**src/rtl/serial_adder_sched.sv**
```systemverilog
// serial_adder_sched: round-robin scheduler sharing one bit-serial adder between two requesters.
// Latency accept->resp_valid = W+3+SA_LAT cycles; the response holds under unlimited resp_ready backpressure and no grant is issued until it is taken.
module serial_adder_sched #(
   parameter int W      = 8,
   parameter int SA_LAT = 0
) (
   input  logic         clk,
   input  logic         rst,
   input  logic         req0_valid,
   output logic         req0_ready,
   input  logic [W-1:0] req0_a,
   input  logic [W-1:0] req0_b,
   input  logic         req1_valid,
   output logic         req1_ready,
   input  logic [W-1:0] req1_a,
   input  logic [W-1:0] req1_b,
   output logic         sa_rst,
   output logic         sa_a,
   output logic         sa_b,
   input  logic         sa_stream,
   output logic         resp_valid,
   input  logic         resp_ready,
   output logic         resp_id,
   output logic [W-1:0] resp_sum,
   output logic         resp_cout,
   output logic         busy
);

   localparam int CW = 6;
   localparam logic [CW-1:0] CNT_LAST = CW'(W + SA_LAT);

   typedef enum logic [1:0] {IDLE, CLR, SHIFT, RESP} state_t;

   state_t        state, state_nxt;
   logic [W-1:0]  opa, opa_nxt;
   logic [W-1:0]  opb, opb_nxt;
   logic [W:0]    res, res_nxt;
   logic [CW-1:0] cnt, cnt_nxt;
   logic          owner, owner_nxt;
   logic          last_grant, last_grant_nxt;
   logic          grant0, grant1;

   // On a tie the requester that did not win last time gets the adder.
   always_comb begin
      grant0 = 1'b0;
      grant1 = 1'b0;
      if (state == IDLE && !rst) begin
         if (req0_valid && (!req1_valid || last_grant))
            grant0 = 1'b1;
         else if (req1_valid)
            grant1 = 1'b1;
      end
   end

   always_comb begin
      state_nxt      = state;
      opa_nxt        = opa;
      opb_nxt        = opb;
      res_nxt        = res;
      cnt_nxt        = cnt;
      owner_nxt      = owner;
      last_grant_nxt = last_grant;
      sa_a           = 1'b0;
      sa_b           = 1'b0;
      case (state)
         IDLE: begin
            if (grant0 || grant1) begin
               opa_nxt        = grant1 ? req1_a : req0_a;
               opb_nxt        = grant1 ? req1_b : req0_b;
               owner_nxt      = grant1;
               last_grant_nxt = grant1;
               state_nxt      = CLR;
            end
         end
         CLR: begin
            cnt_nxt   = '0;
            res_nxt   = '0;
            state_nxt = SHIFT;
         end
         SHIFT: begin
            // Operands shift right so zeros pad the tail; the pad bit yields the carry-out.
            sa_a    = opa[0];
            sa_b    = opb[0];
            opa_nxt = opa >> 1;
            opb_nxt = opb >> 1;
            cnt_nxt = cnt + CW'(1);
            if (int'(cnt) >= SA_LAT)
               res_nxt = {sa_stream, res[W:1]};
            if (cnt == CNT_LAST)
               state_nxt = RESP;
         end
         RESP: begin
            if (resp_ready)
               state_nxt = IDLE;
         end
         default: state_nxt = IDLE;
      endcase
   end

   always_ff @(posedge clk) begin
      if (rst) begin
         state      <= IDLE;
         opa        <= '0;
         opb        <= '0;
         res        <= '0;
         cnt        <= '0;
         owner      <= 1'b0;
         last_grant <= 1'b1;
      end else begin
         state      <= state_nxt;
         opa        <= opa_nxt;
         opb        <= opb_nxt;
         res        <= res_nxt;
         cnt        <= cnt_nxt;
         owner      <= owner_nxt;
         last_grant <= last_grant_nxt;
      end
   end

   assign req0_ready = grant0;
   assign req1_ready = grant1;
   assign sa_rst     = rst | (state == CLR);
   assign resp_valid = (state == RESP);
   assign resp_id    = owner;
   assign resp_sum   = res[W-1:0];
   assign resp_cout  = res[W];
   assign busy       = (state != IDLE);

endmodule

```
**config.mk**
```make
export PLATFORM = sky130hd
export DESIGN_NAME = serial_adder_sched
export DESIGN_NICKNAME = d
export VERILOG_FILES = /design/src/rtl/serial_adder_sched.sv
export SDC_FILE = /design/constraint.sdc
export NUM_CORES = 1
export LEC_CHECK = 0
export BUFFER_PORTS_ARGS = -buffer_cell sky130_fd_sc_hd__buf_2
export CAP_MARGIN = 20
export CORE_ASPECT_RATIO = 1.1
export CORE_MARGIN = 2
export CORE_UTILIZATION = 45
export DETAILED_ROUTE_END_ITERATION = 7
export PLACE_DENSITY = 0.77
export SYNTH_ARGS = -nofsm -noshare
export SYNTH_HDL_FRONTEND = slang
export SYNTH_SLANG_ARGS = --single-unit
```
**constraint.sdc**
```tcl
create_clock -name clk -period 1.8 [get_ports clk]
set_input_delay 0.54 -clock clk [delete_from_list [all_inputs] [get_ports clk]]
set_output_delay 0.54 -clock clk [all_outputs]
set_load 0.1 [all_outputs]
```
==> qor.log <==
qor: run.drv_cap 0
qor: pwr.p_per_area 1520 nW/um2
qor: timing.worst_pin_slew 0.489 ns
qor: timing.final-setup-viol-count 8
qor: logic_synthesis.synth_flop_cell sky130_fd_sc_hd__dfxtp_1
qor: placed_design.detailed_place.area 2280 um2
qor: final_layout.syn_to_final_growth 42.3%
qor: pwr.power_leakage 1.09 nW
qor: drt.avgViaCountPerCell 5.01
qor: timing.final.setup_skew 0.00427 ns
qor: timing.hold_slack 0.452 ns
qor: clock_network.cts-htree-levels 2
qor: clock_network.tritoncts.num_buffers 5
qor: logic_synthesis.yosys.cell_types.count 31
qor: logic_synthesis.synth.cell_area 1730 um2
qor: timing.rsz0062_at_grt yes
qor: logic_synthesis.yosys_warnings 0
qor: timing.timing_hold_violations_final 0
qor: drt.drt-initial-drc-count 57
qor: critical_path.worst-endpoint-required 1.26 ns
qor: final_layout.layout.cells.most_common_list sky130_fd_sc_hd__nor2_1, sky130_fd_sc_hd__buf_2, sky130_fd_sc_hd__dfxtp_1
qor: critical_path.critical_path_class flop to output port
qor: final_layout.num_antenna_cells 0
qor: floorplanning.boundaryPins 55
qor: clock_network.max-clock-path-buffers 2
qor: grt.grt_usage 0.198
qor: grt.first_pass_grt_wire_length 6810 um
qor: critical_path.cpMaxStageDelayCell sky130_fd_sc_hd__dfxtp_2
qor: drt.firstDrtPassIters 4
qor: drt.via_count 1,680
qor: critical_path.worstSetupStartpointType flop
qor: critical_path.cp_max_fo 4
qor: clock_network.clk_latency 0.28 ns
qor: hold_path.min_path_type flop to flop
qor: drt.remaining_drc_errors 0
qor: logic_synthesis.syn-mean-instance-area 7.99 um2
qor: placed_design.gp_congestion 0.779
qor: grt.first_global_vias 1,630
qor: timing.timing.final.max_slew_violations 0
qor: clock_network.clock_pin_slew_on_the_worst_setup_and_hold_paths 0.07 ns
qor: run_status.run_status finished, violations left
qor: run_status.violations setup timing
qor: floorplanning.die_area 4350 um2
qor: final_layout.finish.utilization 0.672
qor: floorplanning.initial_core_util 0.472
qor: logic_synthesis.ys_seq_area_frac 0.406
qor: floorplanning.die_x 63.0 um
qor: floorplanning.rows 23
qor: clock_network.clock_tree_from_tritoncts yes
qor: pwr.ir_drop 0.00101 V
qor: timing.final_period_minus_worst_setup_slack 1.98 ns
qor: critical_path.arrival 1.44 ns
qor: critical_path.cp_top_family flip-flops
qor: timing.timing.fmax 0.506 GHz
qor: timing.setup_slack -0.175 ns
qor: critical_path.cp_cell_sequence inv_2, ha_4, and2b_2, nand2_2, a21oi_4, buf_12
qor: placed_design.numPortBuffers 54
qor: grt.largest_net_degree_at_the_start_of_global_routing 23
qor: floorplanning.die_height 68.9 um
qor: logic_synthesis.synth.net_count 260
qor: final_layout.post_route_cells_drive_above_1_share 0.361
qor: grt.antenna_found_initial 0
qor: floorplanning.placeableCoreArea 3650 um2
qor: logic_synthesis.postSynthCellCount 216
qor: timing.fin_crit_sh 1.10
qor: grt.overflow 0
qor: drt.avgRoutedWirePerCell 12.1 um
qor: final_layout.finalInstanceArea 2450 um2
qor: logic_synthesis.synth_enable_flop_cells 0
qor: final_layout.final_net_count 328
qor: clock_network.tritoncts_num_sinks 35
qor: critical_path.crit_path_max_incr_delay 0.33 ns
qor: drt.detail-route-antenna-nets 0
qor: logic_synthesis.synth_seq_cells 35
qor: placed_design.dp_hpwl 2840 um
qor: timing.slew_headroom 0.676
qor: critical_path.path_buf_inv 2
qor: critical_path.crit_path_end_kind output port
qor: pwr.total_power 3.72 mW
qor: clock_network.clock_tree.root_cell sky130_fd_sc_hd__clkbuf_8
qor: logic_synthesis.ys_async_sr_fraction 0
qor: drt.drt_wl_total 4050 um
[flip-flops by register name (all words and copies together), names as in the netlist]
name        count
opa             8
last_grant      1
opb             8
state           2
resp_id         1
cnt             6
res             9
[worst min-delay path, stage by stage, from the launching register on]
cell	delay, ns
sky130_fd_sc_hd__dfxtp_1	0.33
sky130_fd_sc_hd__nand2_1	0.05
sky130_fd_sc_hd__o41ai_1	0.05
[synth_stat cells, drive strengths merged (3+ instances only)]
cell type / instances / share of area
a21oi: 14 / 0.047
o41ai: 12 / 0.070
clkbuf: 6 / 0.013
xor2: 4 / 0.020
nand3: 12 / 0.035
nand2b: 14 / 0.051
nor2: 47 / 0.10
ha: 6 / 0.044
o21ai: 7 / 0.020
mux2i: 3 / 0.017
inv: 8 / 0.017
dfxtp: 35 / 0.41
nand2: 23 / 0.050
buf: 6 / 0.020
[final timing paths]
check                              start    endpoint  slack (ns)  cells after the start
worst max register to register  state[1]      opa[5]       -0.03                      8
worst min register to register    opb[4]      opb[4]        0.45                      2
worst max-delay path            state[0]  req0_ready       -0.18                      6
worst min-delay path              opb[4]      opb[4]        0.45                      2
[timing repair]
| item | CTS | global route |
|---|---|---|
| hold endpoints to repair | 0 | 0 |
| pin swaps | 1 | 2 |
| endpoints found under the setup margin | 5 | 11 |
| buffers inserted | 4 | 3 |
| gates resized for setup | 3 | 8 |
| hold buffers | 0 | 0 |
[per-layer routing]
metal | vias to the layer above | track usage | routed length, um
met3 | 2 | 0.0503 | 181
met2 | 42 | 0.387 | 2090
met4 | 0 | 0.0500 | 14
met5 | - | 0 | 0
met1 | 768 | 0.217 | 1760
li1 | 868 | - | -
[metrics by stage]
stage | setup slack, ns | TNS (ns) | instances
6_report | -0.175 | -0.895 | 335
3_3_place_gp | -0.0176 | -0.0176 | 320
2_1_floorplan | -0.114 | -0.213 | 216
3_5_place_dp | -0.0537 | -0.0537 | 320
5_1_grt | -0.246 | -2.35 | 335
4_1_cts | -0.190 | -0.838 | 332
[logic make-up after synthesis]
group,Yosys count,synth area share
fa+ha+maj,6,0.0435
xor+xnor,4,0.0203
simple gates,108,0.290
mux,3,0.0174
compound gates,40,0.172
buf+inv,20,0.0508
flops,35,0.406
[power breakdown]
| group | leakage (nW) | switching (mW) | internal [mW] |
|---|---|---|---|
| registers | 0.287 | 0.126 | 1.00 |
| logic | 0.765 | 1.14 | 0.918 |
| clock network | 0.0422 | 0.264 | 0.271 |
| total | 1.09 | 1.53 | 2.19 |
[layout make-up]
type                            count  area, um2
Clock inverter                      1       5.00
Fill cell                         329       1200
Timing Repair Buffer               73        572
Inverter                            8       33.8
Multi-Input combinational cell    161       1000
Sequential cell                    35        703
Tap cell                           50       62.6
Clock buffer                        7       76.3
(Power assumes the default switching activity.)
